<file path="src/rtl/scan_chain_ctrl.sv">
// rtl/scan_chain_ctrl.sv - scan chain with capture/shift/update transfer controller
// Optional parity cell: define SCAN_CHAIN_PARITY_EN.
module scan_chain_ctrl #(
  parameter int IN_W = 20,
  parameter int OUT_W = 20,
  parameter logic [IN_W-1:0] RESET_VAL = '0
) (
  input  logic             clk,
  input  logic             rst,
  input  logic             start,
  input  logic             abort,
  input  logic             scan_in,
  input  logic             scan_vld,
  output logic             scan_out,
  output logic             busy,
  output logic             done,
  output logic             par_err,
  output logic [IN_W-1:0]  core_drive,
  input  logic [OUT_W-1:0] core_sample
);

`ifdef SCAN_CHAIN_PARITY_EN
  localparam int P = 1;
`else
  localparam int P = 0;
`endif
  localparam int L = OUT_W + IN_W + P;
  localparam int CW = $clog2(L + 1);

  typedef enum logic [1:0] {IDLE, CAPTURE, SHIFT, UPDATE} state_t;

  state_t          state;
  logic [L-1:0]    sr;
  logic [CW-1:0]   shift_cnt;
  logic            upd_ok;

`ifdef SCAN_CHAIN_PARITY_EN
  // Drive field plus parity cell must have even parity for the update to land.
  assign upd_ok = ~(^sr[IN_W+P-1:0]);
`else
  assign upd_ok = 1'b1;
`endif

  assign scan_out = sr[L-1];

  always_ff @(posedge clk or posedge rst) begin
    if (rst) begin
      state      <= IDLE;
      sr         <= '0;
      shift_cnt  <= '0;
      core_drive <= RESET_VAL;
      busy       <= 1'b0;
      done       <= 1'b0;
      par_err    <= 1'b0;
    end else begin
      done    <= 1'b0;
      par_err <= 1'b0;
      case (state)
        IDLE: begin
          if (start) begin
            state <= CAPTURE;
            busy  <= 1'b1;
          end
        end
        CAPTURE: begin
          if (abort) begin
            state <= IDLE;
            busy  <= 1'b0;
          end else begin
            sr[L-1:IN_W+P] <= core_sample;
            shift_cnt      <= '0;
            state          <= SHIFT;
          end
        end
        SHIFT: begin
          if (abort) begin
            state <= IDLE;
            busy  <= 1'b0;
          end else if (scan_vld) begin
            sr        <= {sr[L-2:0], scan_in};
            shift_cnt <= shift_cnt + CW'(1);
            if (shift_cnt == CW'(L - 1)) state <= UPDATE;
          end
        end
        UPDATE: begin
          if (upd_ok) core_drive <= sr[IN_W+P-1:P];
          par_err <= ~upd_ok;
          done    <= 1'b1;
          busy    <= 1'b0;
          state   <= IDLE;
        end
        default: begin
          state <= IDLE;
          busy  <= 1'b0;
        end
      endcase
    end
  end

endmodule

</file>
<file path="config.mk">
export PLATFORM = sky130hd
export DESIGN_NAME = scan_chain_ctrl
export DESIGN_NICKNAME = d
export VERILOG_FILES = /design/src/rtl/scan_chain_ctrl.sv
export SDC_FILE = /design/constraint.sdc
export NUM_CORES = 1
export LEC_CHECK = 0
export BUFFER_PORTS_ARGS = -buffer_cell sky130_fd_sc_hd__buf_2
export CAP_MARGIN = 40
export CORE_AREA = 4 4 97 99
export CTS_CLUSTER_DIAMETER = 30
export DETAILED_ROUTE_END_ITERATION = 10
export DIE_AREA = 0 0 101 103
export SLEW_MARGIN = 20
export SYNTH_ARGS = -nofsm -noshare
export SYNTH_HDL_FRONTEND = slang
export SYNTH_SLANG_ARGS = --single-unit
</file>
<file path="constraint.sdc">
create_clock -name clk -period 1.7 [get_ports clk]
set_input_delay 0.085 -clock clk [delete_from_list [all_inputs] [get_ports clk]]
set_output_delay 0.085 -clock clk [all_outputs]
set_load 0.005 [all_outputs]
</file>
==> results by stage <==
Status:
- The run finished with clean final reports.

Final layout:
- Once layout is complete, the utilization of the core stands at about 45%.
- Of the cells placed in the final design, the portion with a size suffix greater than 1 is between 40% and 50%.
- The number of nets in the layout is between 300 and 400.
- The non-filler instance count after layout is 402.
- The number of antenna diodes in the final layout is 0.
- From synthesis to final layout, the design area changed by 33.0%.
- Fill cells in the final layout number just under 800.
- In the layout the commonest cells are dfrtp_1, buf_2, mux2_2.
- The most common cell after layout, fill and taps aside is dfrtp_1.

CTS:
- Clock-pin slew was measured on the worst setup and hold paths at roughly 0.070 ns.
- The clock buffer count from CTS is 9.
- The clock tree synthesis step divided the H-tree into 3 levels.
- TritonCTS built the clock tree.
- Clock tree synthesis found a total of 70 sinks.
- The buffer cell driving the clock tree root is clkbuf_8.
- In this run the deepest clock path goes through 2 buffers.
- The clock insertion delay at the later pin of the skew report is ~0.33 ns.

Min path:
- Along the worst hold path, the cell count comes to 3.
- The source of the worst hold timing path is core_sample[0].
- The kind of path behind the tightest hold check is input port to flop.
- The endpoint with the worst hold slack is sr[20].

Setup path:
- The maximum single-stage delay on the critical path is between 0.3 and 0.4 ns.
- The startpoint identified for the worst register-to-register timing path is state[0].
- At the worst endpoint, the arrival time is between 1.5 and 2 ns.
- The worst setup path is launched from a flop.
- The worst reg2reg path depth is 7.
- The worst setup path is captured at a flop.
- The endpoint identified for the worst register-to-register timing path is sr[28].
- Walking the worst path, the cells encountered are inv_2 -> ha_4 -> mux2i_2 -> or2_4 -> buf_12 -> a222oi_1 -> inv_1.
- The register-to-register path setup slack is 0.002 ns.
- The largest individual stage delay along the critical path comes from the cell dfrtp_1.
- The cell family contributing the most delay on the critical path is flip-flops.
- Counting both buffers and inverters, the worst setup path holds a total of 3.
- In this run the worst path has a maximum fanout of 23.
- The category of the critical setup timing path is flop to flop.
- For the worst setup path, the data required time is between 1.5 and 2 ns.

Power:
- Summed over all cells, the static leakage comes to between 1.5 and 2 nW.
- The worst vdd rail ir drop is around 0.00048 V.
- The power density relative to cell area is about 1300 mW/mm².

Global routing:
- The number of antenna violations at the first check in global routing came to 0.
- The leftover overflow at the end of global routing is 0.
- The via count of the first global-routing pass is 1937.
- Entering global routing, the biggest net connects 71 pins.
- For this run, the total global-route usage over all layers was measured as between 10 and 15%.
- The first global-routing pass estimated between 9000 and 10000 µm of wire.

Timing:
- The max-slew violation total from the final report is 0.
- The clock period could shrink to around 1.7 ns.
- The number of hold violations in the final report is 0.
- Setup repair after global routing could not meet its margin everywhere.
- The worst path uses between 90% and 100% of the clock period.
- Setup violations remaining at the end of the flow were counted as 0.
- The final setup skew is 0.00481 ns.
- The slack of the critical path is roughly 0.0017 ns.
- The final total negative setup slack is 0 ns.
- The highest achievable clock rate is slightly below 600 MHz.

Routing:
- The routed design has roughly 5600 µm of wire.
- The routed wire length per instance is 14.0 µm.
- The via count is ~1900.
- In the routed design, unresolved DRC markers number 0.
- The pre-antenna-repair detailed-routing pass consisted of 9 iterations.
- Once detail routing completed, the nets flagged for antenna violations numbered 0.
- The routed via count divided by cell count is roughly 4.7.
- The DRC violation total after the first TritonRoute iteration is between 100 and 150.

Die:
- The site row count is 34.
- The total die area is roughly 0.010 mm².
- The top-level port count is 50.
- The core region area is 0.00855 mm².
- The horizontal extent of the die is a little over 100 µm.
- The floorplan step set the die height to between 100 and 150 µm.
- Once the floorplan was initialized, standard cells occupied 33.5% of the core.

Place:
- Before CTS, the worst setup slack after placement is -0.0426 ns.
- The congestion estimate from routability-driven global placement came to 0.753.
- During placement, the flow inserted port buffers numbering 48.
- Summed over all nets, the half-perimeter wirelength after detailed placement is between 3000 and 4000 µm.
- The number of placed instances, taps included is 362.

Yosys:
- Synthesis inferred 70 register bits.
- The synthesis warning total is 0.
- Counting distinct cell types in the post-synthesis netlist gives 32.
- Synthesis handed over a netlist of slightly above 200 instances.
- Averaged over all synthesized cells, the footprint is between 10 and 15 µm².
- In the synthesized netlist the dominant register cell turns out to be dfrtp_1.
- In the synthesized netlist the async set-or-reset flop fraction comes to between 90% and 100%.
- The number of enable-type register cells in the synthesized netlist is 0.
- The sequential element share of the synthesized area is a little over 60%.
- Summing every instance area after synthesis gives 0.00286 mm².
- The number of nets handed over by synthesis was around 240.

Flow run:
- The number of max-cap violations is 0.
## logic make-up (layout without fill, tap and decap cells)
group                    Yosys count  in the layout  share of synthesized area [%]
AO/OA/AOI/OAI                     27             27                           8.66
flip-flops                        70             70                           61.2
AND/OR/NAND/NOR                   20             20                           3.94
other                              1              1                          0.131
buffers and inverters             37            124                           5.64
adder cells (fa/ha/maj)            6              6                           2.62
multiplexers                      43             43                           16.9
XOR/XNOR                           3              3                          0.918
## through the flow
stage | cell area (µm²) | hold slack [ns] | power, W
6_report | 3810 | 0.0112 | 0.00491
4_1_cts | 3770 | 0.00388 | 0.00491
3_5_place_dp | 3360 | 0.228 | 0.00354
3_3_place_gp | 3360 | 0.211 | 0.00349
2_1_floorplan | 2910 | 0.228 | 0.00311
5_1_grt | 3810 | 0.0191 | 0.00525
## worst register-to-register path, stage by stage (launching register included)
cell,delay [ns]
dfrtp_1,0.39
inv_2,0.07
ha_4,0.17
mux2i_2,0.15
or2_4,0.25
buf_12,0.16
a222oi_1,0.34
inv_1,0.07
## final cells by class
| class | instances | area, µm² | area share (%) |
|---|---|---|---|
| Tap cell | 108 | 135 | 3.55 |
| Inverter | 24 | 93.8 | 2.47 |
| Clock inverter | 4 | 47.5 | 1.25 |
| Clock buffer | 11 | 141 | 3.71 |
| Sequential cell | 70 | 1750 | 46.0 |
| Multi-Input combinational cell | 100 | 991 | 26.0 |
| Timing Repair Buffer | 85 | 646 | 17.0 |
## worst max path at each step
stage / startpoint / end / slack (ns) / cells past startpoint
floorplan: state[1] / sr[28] / -0.03 / 8
global placement: state[0] / sr[28] / 0.03 / 7
detailed placement: state[0] / sr[34] / -0.04 / 7
CTS: state[1] / sr[35] / -0.03 / 7
global route: state[0] / sr[27] / -0.12 / 7
finish: state[0] / sr[28] / 0.002 / 7
## state kept, by name, indices dropped and copies added, names as in the netlist
name / count
core_drive: 20
busy: 1
shift_cnt: 6
done: 1
state: 2
sr: 40
## metal layers
metal / up-vias / track usage (%) / routed length (µm) / part of all wire, %
met1: 931 / 15.0 / 2580 / 46
met2: 54 / 18.4 / 2680 / 48
met5: - / 0 / 0 / 0
met3: 6 / 4.26 / 321 / 5.7
met4: 0 / 2.76 / 47 / 0.83
li1: 912 / - / - / -
## synth_stat cells (all sizes together) (2+ instances only)
cell / number / area [µm²]
xnor2: 3 / 26.3
a222oi: 20 / 200
nor2: 5 / 18.8
inv: 24 / 90.1
ha: 6 / 75.1
nor3b: 2 / 15.0
mux2: 42 / 473
buf: 5 / 40.0
nand3: 2 / 10.0
clkbuf: 8 / 31.3
dfrtp: 70 / 1750
o21ai: 2 / 10.0
nand2b: 2 / 12.5
## power breakdown
part	internal, W	switching [W]	total, W
sequential	0.00200	0.000192	0.00219
combinational	0.000803	0.000629	0.00143
clock	0.000705	0.000582	0.00129
## what timing repair did
item | in CTS | in global routing
endpoints found under the setup margin | 14 | 39
pin swaps | 6 | 14
buffers inserted | 1 | 3
hold endpoints to repair | 90 | 0
resized for setup | 0 | 5
hold buffers | 21 | 0
Power figures use the tool's default switching activity.
